<file path="config.mk">
export PLATFORM = sky130hd
export DESIGN_NAME = vvp_accum
export DESIGN_NICKNAME = d
export VERILOG_FILES = /design/src/rtl/vvp_accum.sv
export SDC_FILE = /design/constraint.sdc
export NUM_CORES = 1
export LEC_CHECK = 0
export CORE_MARGIN = 2
export CORE_UTILIZATION = 51
export DETAILED_ROUTE_END_ITERATION = 12
export PLACE_DENSITY = 0.8
export SYNTH_ARGS = -nofsm -noshare
export SYNTH_HDL_FRONTEND = slang
export SYNTH_SLANG_ARGS = --single-unit
</file>
<file path="constraint.sdc">
create_clock -name clk -period 2.4 [get_ports clk]
set_input_delay 0.6 -clock clk [delete_from_list [all_inputs] [get_ports clk]]
set_output_delay 0.6 -clock clk [all_outputs]
set_load 0.02 [all_outputs]
</file>
<file path="src/rtl/vvp_accum.sv">
// vvp_accum -- consumer end of the vvp datapath.
//
// Accumulates the signed partial sums S of one vvp instance over a sequence
// of chunks into one wide signed dot-product result. Each chunk is weighted
// by a left shift (bit-plane significance). A {valid, shift, last} tag is
// captured when a chunk is accepted and delayed by LAT cycles so that it lines
// up with the S value the paired vvp produces for that chunk.
//
// Optional feature: define VVP_ACCUM_SAT_EN for saturating adds plus a sticky
// out_sat flag. Without it, adds wrap modulo 2^ACCW and out_sat is absent.
//
// Parameters
//   N     vvp vector width (S width SW = $clog2(N)+2)
//   LAT   register stages in the paired vvp; tag delay
//   ACCW  accumulator / result width (signed), must exceed SW
//   SHW   shift field width
// Ports
//   clk, rst            clock (rising), async active-high reset
//   in_valid/in_ready   chunk handshake
//   in_shift, in_last   per-chunk weight and end-of-product marker
//   s_in                signed S from vvp, LAT cycles after its chunk
//   out_valid/out_ready result handshake
//   out_data            signed accumulated result
//   busy                product open or tags in flight
//   out_sat             (VVP_ACCUM_SAT_EN only) a clamp occurred in this product
module vvp_accum #(
  parameter int N    = 64,
  parameter int LAT  = 0,
  parameter int ACCW = 32,
  parameter int SHW  = 3,
  localparam int SW  = $clog2(N) + 2
) (
  input  logic                   clk,
  input  logic                   rst,
  input  logic                   in_valid,
  output logic                   in_ready,
  input  logic [SHW-1:0]         in_shift,
  input  logic                   in_last,
  input  logic signed [SW-1:0]   s_in,
  output logic                   out_valid,
  input  logic                   out_ready,
  output logic signed [ACCW-1:0] out_data,
  output logic                   busy
`ifdef VVP_ACCUM_SAT_EN
  ,
  output logic                   out_sat
`endif
);

  if (ACCW <= SW) begin : g_bad_accw
    $error("vvp_accum: ACCW must be wider than SW");
  end

  typedef enum logic [1:0] {IDLE, ACC, DRAIN, HOLD} state_t;

  typedef struct packed {
    logic           vld;
    logic [SHW-1:0] sh;
    logic           last;
  } tag_t;

  state_t                 state_q, state_d;
  logic signed [ACCW-1:0] acc_q, acc_d;
  logic signed [ACCW-1:0] out_data_q, out_data_d;
  logic                   out_valid_q, out_valid_d;
  logic signed [ACCW-1:0] sum_n;

  logic accept;
  tag_t tag_new, tag_out;
  logic pipe_busy;

  assign in_ready = (state_q == IDLE) || (state_q == ACC);
  assign accept   = in_valid && in_ready;
  assign tag_new  = {accept, in_shift, in_last};

  // Tag delay line. With no vvp latency the tag applies to s_in in the
  // accepting cycle, so the pipe collapses to a wire.
  if (LAT == 0) begin : g_nolat
    assign tag_out   = tag_new;
    assign pipe_busy = 1'b0;
  end else begin : g_lat
    tag_t [LAT-1:0] tag_pipe_q;

    always_ff @(posedge clk or posedge rst) begin
      if (rst) begin
        tag_pipe_q <= '0;
      end else begin
        tag_pipe_q[0] <= tag_new;
        for (int i = 1; i < LAT; i++) tag_pipe_q[i] <= tag_pipe_q[i-1];
      end
    end

    assign tag_out = tag_pipe_q[LAT-1];

    always_comb begin
      pipe_busy = 1'b0;
      for (int i = 0; i < LAT; i++) pipe_busy = pipe_busy | tag_pipe_q[i].vld;
    end
  end

`ifdef VVP_ACCUM_SAT_EN
  // Wide enough for acc + (S << max shift) without loss, so the clamp
  // decision is made on the exact sum.
  localparam int TW = ACCW + (1 << SHW) + 1;

  logic signed [TW-1:0]    term_w, sum_w;
  logic [TW-ACCW:0]        sum_hi;
  logic                    clamp;
  logic                    sat_q, sat_d, out_sat_q, out_sat_d;

  assign term_w = {{(TW-SW){s_in[SW-1]}}, s_in} <<< tag_out.sh;
  assign sum_w  = {{(TW-ACCW){acc_q[ACCW-1]}}, acc_q} + term_w;
  // The sum fits in ACCW bits iff all bits from the ACCW sign bit upward agree.
  assign sum_hi = sum_w[TW-1:ACCW-1];
  assign clamp  = !((sum_hi == '0) || (sum_hi == '1));
  assign sum_n  = !clamp ? sum_w[ACCW-1:0] :
                  sum_w[TW-1] ? {1'b1, {(ACCW-1){1'b0}}} : {1'b0, {(ACCW-1){1'b1}}};
  assign out_sat = out_sat_q;
`else
  logic signed [ACCW-1:0] term_n;

  assign term_n = {{(ACCW-SW){s_in[SW-1]}}, s_in} <<< tag_out.sh;
  assign sum_n  = acc_q + term_n;
`endif

  always_comb begin
    state_d     = state_q;
    acc_d       = acc_q;
    out_data_d  = out_data_q;
    out_valid_d = out_valid_q;
`ifdef VVP_ACCUM_SAT_EN
    sat_d       = sat_q;
    out_sat_d   = out_sat_q;
`endif

    // A chunk contributes when its tag emerges; the last one closes the product.
    if (tag_out.vld) begin
      if (tag_out.last) begin
        out_data_d  = sum_n;
        out_valid_d = 1'b1;
        acc_d       = '0;
`ifdef VVP_ACCUM_SAT_EN
        out_sat_d   = sat_q | clamp;
        sat_d       = 1'b0;
`endif
      end else begin
        acc_d = sum_n;
`ifdef VVP_ACCUM_SAT_EN
        sat_d = sat_q | clamp;
`endif
      end
    end

    case (state_q)
      IDLE, ACC: begin
        if (accept) begin
          if (!in_last)      state_d = ACC;
          else if (LAT == 0) state_d = HOLD;
          else               state_d = DRAIN;
        end
      end
      DRAIN: begin
        if (tag_out.vld && tag_out.last) state_d = HOLD;
      end
      HOLD: begin
        if (out_valid_q && out_ready) begin
          state_d     = IDLE;
          out_valid_d = 1'b0;
`ifdef VVP_ACCUM_SAT_EN
          out_sat_d   = 1'b0;
`endif
        end
      end
      default: state_d = IDLE;
    endcase
  end

  always_ff @(posedge clk or posedge rst) begin
    if (rst) begin
      state_q     <= IDLE;
      acc_q       <= '0;
      out_data_q  <= '0;
      out_valid_q <= 1'b0;
`ifdef VVP_ACCUM_SAT_EN
      sat_q       <= 1'b0;
      out_sat_q   <= 1'b0;
`endif
    end else begin
      state_q     <= state_d;
      acc_q       <= acc_d;
      out_data_q  <= out_data_d;
      out_valid_q <= out_valid_d;
`ifdef VVP_ACCUM_SAT_EN
      sat_q       <= sat_d;
      out_sat_q   <= out_sat_d;
`endif
    end
  end

  assign out_valid = out_valid_q;
  assign out_data  = out_data_q;
  assign busy      = (state_q != IDLE) || pipe_busy;

endmodule

</file>
---- Word-level counts from Yosys, hierarchy flattened ----
Index checks and enable logic that the tools add are counted.
cells by class
  add/sub/neg operators ................... 1
  $mul .................................... 0
  div/mod/pow operators ................... 0
  order comparisons ....................... 0
  equal/unequal tests ..................... 6
  shift-type cells ........................ 1
  multiplexer cells ....................... 10
  bitwise gates (word level) .............. 0
  reduce and logical (&&, ||, !) cells .... 9
operators by type and width
  cell                                            count
  adder 32 bit                                    1
  2-to-1 mux 32 bit                               1
  <<< shifter 32 x 3 -> 32 bit                    1
  2-to-1 mux 2 bit                                4
  inequality test 2 bit (second input constant)   3
  one-hot mux 2 bit (3 select lines)              1
  == test 2 bit (second input constant)           2
  2-to-1 mux 1 bit                                4
  logical AND 1 bit                               3
  AND reduction 3 bit                             1
  == test 2 x 1 -> 1 bit (second input constant)  1
  zero test 2 bit                                 1
  AND reduction 2 bit                             1
  nonzero test 2 bit                              1
  OR reduction 2 bit                              1
  logical OR 1 bit                                1
storage, ports and cells
  register bits after elaboration ......... 67
  latch bits .............................. 0
  RAM bits ................................ 0
  memory bits (read-only) ................. 0
  input bits .............................. 16
  output and inout port bits .............. 35
  word-level logic and storage cells ...... 31
  memories kept ........................... 0

---- Longest topological paths before layout ----
  depth after elaboration ................. 6
  mapped depth ............................ 15

---- Worst setup path before layout ----
No wires, ideal clock.
  kind .................................... in2reg
  from .................................... input port in_shift[1]
  to ...................................... register out_data_q[25], in the netlist out_data[25]
  setup time .............................. 0.125 ns
  data arrival time ....................... 3.434 ns
  required time ........................... 2.275 ns
  slack ................................... -1.159 ns
  cell stages on the path ................. 13
  path through ............................ clkbuf_1 -> clkbuf_1 -> a21boi_0 -> a311oi_1 -> a21oi_1 -> ha_1 -> and4_4 -> a221oi_2 -> a21boi_1 -> o31a_1 -> o221ai_1 -> xnor2_1 -> mux2_2
between the ends
  cells in the longest elaborated chain, start to end .. 2
ends and longest elaborated chain
  item                          line  text
  start: declaration            37    input logic [SHW-1:0] in_shift,
  <<< shifter 32 x 3 -> 32 bit  122   assign term_n = {{(ACCW-SW){s_in[SW-1]}}, s_in} <<< tag_out.sh;
  adder 32 bit                  123   assign sum_n = acc_q + term_n;
  end signal: assignment        191   out_data_q <= out_data_d;
  end: declaration              64    logic signed [ACCW-1:0] out_data_q, out_data_d;
Every way passes these cells.
A chain may end at the register's enable or synchronous reset.

---- Worst setup path in the final report ----
  from .................................... input port in_shift[1]
  to ...................................... register out_data_q[15], in the netlist out_data[15]
Same word-level chain as after synthesis.

==> metrics.md <==
| Metric | Value |
|---|---|
| Synth cell types | `57` |
| Worst Hold Depth | `2` |
| Clk slew on worst S/H paths | `80 ps` |
| Synth area leader | `dfrtp_1` |
| Seq/Total Area, Yosys | `0.384` |
| Fin. max-slew vios | `0` |
| Gpl congestion | `0.889` |
| Post-synthesis async set-or-reset flop share | `1.00` |
| Routed Antenna Nets | `0` |
| Vias in the first global route | `4517` |
| Layout Nets | `651` |
| DP Wirelength | `8.66 mm` |
| Fin util | `0.816` |
| Clk buf depth | `2` |
| Pin count of the biggest net entering global routing | `68` |
| CTS Buf Count | `9` |
| Leakage power | `3.14 nW` |
| FMAX | `307 MHz` |
| Power Density | `1350 nW/um^2` |
| Final worst clock skew | `20.9 ps` |
| Period utilization | `1.36` |
| Setup Viol. Count Final | `52` |
| Clk_lat worst skew | `380 ps` |
| Critical Path Fanout Max | `5` |
| Arr. time, crit path | `3500 ps` |
| Final WL | `15.0 mm` |
| Largest cells by area after synthesis | `dfrtp_1 (38%), ha_1 (8.9%), mux2_2 (7.7%)` |
| Residual DRC | `0` |
| Sw Pwr | `3.90 mW` |
| Htree depth | `3` |
| Avg Inst Size Synth | `9.87 sq um` |
| N_diodes | `0` |
| CP Class | `input pin to flop` |
| Post-layout min period | `3250 ps` |
| Worst r2r src | `acc_q[14]` |
| Design Area, Final | `6740 sq um` |
| CP Launch Point | `in_shift[1]` |
| Clock sinks | `67` |
| DP Area | `5860 sq um` |
| Area fraction of the dominant cell type after synthesis | `0.384` |
| EDFF count, synth | `0` |
| First-pass DRT Iterations | `5` |
| I/O pin count | `51` |
| I/O Buffers | `50` |
| WP data required | `2650 ps` |
| Seq cells post-synth | `67` |
| Final hold viol count | `0` |
| Clk network pwr share | `0.117` |
| Int Pwr | `5.22 mW` |
| Worst rel slew slack | `0.301` |
| Outcome | `finished with violations` |
| Initial Util | `0.528` |
| Worst slew pin tran | `1040 ps` |
| Cts-stage hold buffer count | `0` |
| CTS root buffer | `clkbuf_8` |
| Reg power frac | `0.223` |
| Max-Cap Viols | `0` |
| Initial antenna violation count | `0` |
| Via density | `6.29` |
| Share of layout cells above drive strength 1 | `0.428` |
| Row count | `33` |
| Failing checks | `setup timing` |
| DRT iter0 DRCs | `330` |
| Die height | `96.5 microns` |
| Setup crit end kind | `flop` |
| Post-synth top cells | `dfrtp_1 (67), nand2_1 (46), ha_1 (31)` |
| Mapped Nets | `490` |
| Final worst hold slack | `492 ps` |
| Most frequent cell after synthesis | `dfrtp_1` |
| Peak VDD IR | `0.878 mV` |
| R2R setup slack | `-270 ps` |
| Cells after synthesis | `442` |
| Global route overflow | `0` |
| Combinational power share | `0.661` |
| Die area | `9310 sq um` |
| Crit path launch type | `input pin` |
| CTS tree | `done` |
| Chip width | `96.5 microns` |
| Hold Path Class | `flop to flop` |
| Via count | `4485` |
| Top FF cell, synth | `dfrtp_1` |
| Cell Area, Synth | `4360 sq um` |
| Worst Min Path Start | `out_data[18]` |
| WL per Instance | `21.1 microns` |
| Layout area overhead | `54.4%` |
| First-pass GRT wire length | `21.5 mm` |
| RSZ-0062 raised after global routing | `yes` |
| Switch share | `0.428` |
| Reg2Reg Depth | `8` |
| Total global-route track usage | `0.305` |
| Synth warn | `0` |
| Core region area | `8260 sq um` |
| Final worst slack | `-852 ps` |
metal layers:
metal | GRT usage | wire length, microns | up-vias
li1 | - | - | 1946
met1 | 0.353 | 5560 | 2212
met2 | 0.546 | 7640 | 242
met3 | 0.0636 | 956 | 85
met4 | 0.130 | 889 | 0
met5 | 0 | 0 | -
area by class of cell:
cell class / count / area (sq um)
Inverter: 11 / 41.3
Tap cell: 105 / 131
Fill cell: 436 / 1520
Clock buffer: 11 / 131
Timing Repair Buffer: 169 / 1470
Clock inverter: 5 / 77.6
Multi-Input combinational cell: 345 / 3210
Sequential cell: 67 / 1680
worst paths after layout:
kind,to
setup / recovery,out_data[15]
hold / removal,out_data[18]
setup reg to reg,out_data[30]
hold reg to reg,out_data[18]
max in group asynchronous,out_data[13]
min in group asynchronous,acc_q[3]
critical path: stages:
cell and delay [ps]:
buf_6 100, buf_8 120, mux2i_4 180, mux2_4 290
mux2i_2 160, ha_1 280, a21o_1 210, buf_4 170
a221oi_4 360, buf_4 180, nand2_4 70, a21o_1 170
a21oi_2 190, xnor2_1 130, mux2_2 270
cells by family (layout without fill, tap and decap cells):
logic type	Yosys count	count (layout)	synth area share
multiplexers	39	39	0.0981
buffers and inverters	30	196	0.0258
XOR/XNOR	30	30	0.0602
AND/OR/NAND/NOR	106	106	0.117
adder cells (fa/ha/maj)	32	32	0.0935
AO/OA/AOI/OAI	138	138	0.221
flip-flops	67	67	0.384
state kept, by name, indices dropped and copies added (netlist names):
register,flops
state_q,2
acc_q,32
out_data,32
out_valid,1
stage by stage:
step / TNS (ps) / setup slack [ps] / power, mW / std cells
3_3_place_gp: -65280 / -1420 / 6.73 / 680
5_1_grt: -36910 / -974 / 9.56 / 713
6_report: -31290 / -852 / 9.12 / 713
3_5_place_dp: -71660 / -1540 / 6.92 / 680
4_1_cts: -25460 / -721 / 8.47 / 706
2_1_floorplan: -26340 / -740 / 4.83 / 442
power by group through the flow:
stage               Clock [mW]  Combinational, mW  Sequential [mW]
floorplan                    0               2.57             2.26
global placement             0               4.75             1.98
detailed placement           0               4.93             1.99
CTS                       1.04               5.44             2.00
global route              1.10               6.38             2.08
finish                    1.06               6.02             2.03
placed cells by master, fill, tap and decap left out, types with 3 or more instances in the layout:
master,count
buf_4,104
dfrtp_1,67
nand2_1,41
clkdlybuf4s50_1,39
mux2_2,25
a22o_1,23
ha_1,23
a21oi_1,17
o21ai_1,17
nor2_1,16
a21o_1,13
inv_1,10
xnor2_1,10
xnor2_2,10
buf_6,10
clkbuf_8,9
o21ai_0,8
a21oi_2,8
xor2_1,7
o21ai_2,7
nand3_1,7
ha_4,6
nand2b_1,5
mux2i_1,5
mux2_4,5
a211oi_2,4
o21bai_1,4
a31oi_4,4
nand2_2,4
nor2b_1,4
nor3_1,3
o22ai_2,3
nor3_2,3
clkdlybuf4s15_1,3
dlygate4sd2_1,3
buf_12,3
what timing repair did:
item / 4_1_cts / 5_1_grt
setup endpoints to repair: 58 / 54
gates cloned: 1 / 0
endpoints found under the hold margin: 0 / 0
pin swaps: 58 / 38
gates resized for setup: 97 / 40
buffers inserted: 10 / 8
Note: power is estimated with default switching activity, not from simulation.
==> edit: new RTL, config.mk and constraints unchanged <==
Encoding of `state_t`: now Gray code (2 bits for 4 states).
--- a/src/rtl/vvp_accum.sv
+++ b/src/rtl/vvp_accum.sv
@@ -52,5 +52,5 @@
   end
 
-  typedef enum logic [1:0] {IDLE, ACC, DRAIN, HOLD} state_t;
+  typedef enum logic [1:0] {IDLE = 2'b00, ACC = 2'b01, DRAIN = 2'b11, HOLD = 2'b10} state_t;
 
   typedef struct packed {
Formal check against the unedited RTL: no difference found for any inputs over 4 cycles, from zero or initial values and one cycle with rst high; so few cycles prove little.
==> edit against the original RTL <==
The flow still finishes with violations (setup timing); total power is 5.1% higher; area after synthesis barely moved; worst setup slack worse by 0.12 ns; critical path depth up 2; sequential cell count is the same; core utilization up 4.0 points; final area grew 4.9%; routed wire length increased by 12%; critical path type unchanged; highest routed layer unchanged.
==> edit: results (changes against the original RTL) <==
hold crit path type reg -> reg; min setup slack post-route -0.975 ns (-0.122 ns); register area share after synthesis 38.4% (about the same); synth top area cells dfrtp_1 (38%), ha_1 (8.9%), mux2_2 (7.7%), a22o_1 (4.6%), nand2_1 (4.1%); Detailed Routing Iterations Pass 1 5 (unchanged); Cells after DPL 685 (+0.74%); Synth warnings 0 (unchanged); Worst-path clk slew ~0.070 ns; clk buf depth 2 (unchanged); first-pass GRT wire length 21800 um (+1.2%); post-synth cell types 57 (unchanged); Pleak 3.27 nW (+4.3%); clock root cell clkbuf_8; VDD IR max 919 uV (+4.6%); dpl ws -1.64 ns (-0.101 ns); synth cell count leaders dfrtp_1 (67), nand2_1 (48), ha_1 (31), mux2_2 (30); failing checks setup timing; vias in the first global route 4681 (+3.6%); Ant. Diodes 0 (unchanged); final net count 674 (+3.5%); Critical Path Fanout Max 5 (unchanged); status complete, but fails checks; ys async rst share 100% (unchanged); clock latency on the worst-skew pair 0.35 ns (-0.03 ns); Total Routing Usage GR 30.3% (-0.23 points); Buffers on Ports 50 (unchanged); routability cong. 0.900 (+1.3%); Avg Inst Size Synth 9.87 um2 (about the same); slowest CP cell o2111ai_4; Mapped Nets 490 (unchanged); clock skew 0.0165 ns (-0.00437 ns); crit-path max cell delay 0.30 ns (-0.06 ns); kind of cell adding the most delay to the critical path compound AO/OA/AOI/OAI gates; dpl hpwl 8920 um (+3.1%); largest net degree at the start of global routing 68 (unchanged); initial DRC count 292 (-12%); Via density 6.34 (+0.73%); setup tns final -37.70 ns (-6.41 ns); crit path DAT 3.62 ns (+0.12 ns); initial antenna violation count 0 (unchanged); layout cells sized above 1 47.0% (+4.2 points); H-tree depth 3 (unchanged); Relative slew margins 46.2% (+16 points); CTS buffer count 9 (unchanged); top_reg_cell synth dfrtp_1; final setup vio count 54 (+3.8%); WL per Instance 22.8 um (+8.2%); Finished Layout Cells 735 (+3.1%)
[edit: path summary, 6_finish.rpt]
check | endpoint | from | depth (start not counted) | slack [ns]
worst max-delay path | acc_q[22] | in_shift[1] | 17 | -0.97
worst min-delay path | out_data[28] | out_data[28] | 2 | 0.49
worst max register to register | out_data[29] | acc_q[3] | 10 | -0.40
worst min register to register | out_data[28] | out_data[28] | 2 | 0.49
max in group asynchronous | acc_q[15] | rst | 3 | 1.44
min in group asynchronous | out_data[5] | rst | 3 | 0.61
[edit: metal layers]
layer / GRT usage, % / up-vias / routed length [um]
met3: 4.58 / 102 / 1080
met1: 34.2 / 2268 / 6030
met5: 0 / - / 0
met2: 55.0 / 288 / 8530
met4: 15.8 / 0 / 1140
li1: - / 1999 / -
[edit: metrics by stage]
| step | utilization (%) | instance area (um2) |
|---|---|---|
| finish | 85.5 | 7060 |
| CTS | 78.7 | 6500 |
| global placement | 71.3 | 5890 |
| detailed placement | 71.3 | 5890 |
| global route | 85.5 | 7060 |
| floorplan | - | 4560 |
[edit: power breakdown]
part           switching, W  internal (W)
Sequential         0.000397       0.00166
Clock              0.000463      0.000471
Combinational       0.00329       0.00330
Total               0.00415       0.00543
[edit: kinds of logic after synthesis]
logic type	share of synthesized area (%)
flops	38.4
compound gates	22.1
buf+inv	2.58
mux	9.81
simple gates	11.7
fa+ha+maj	9.35
xor+xnor	6.02
[edit: layout make-up]
cell class,count,area [um2]
clock buffer,10,128
clock inverter,5,55.1
fill,382,1190
inverter,11,41.3
multi-input combinational,345,3370
sequential,67,1680
tap,105,131
timing repair buffer,192,1670
[edit: what timing repair did]
action	CTS	global route
hold endpoints to repair	0	0
pin swaps	45	61
cloned	2	0
gates resized for setup	88	84
setup endpoints to repair	59	54
buffers inserted	17	18
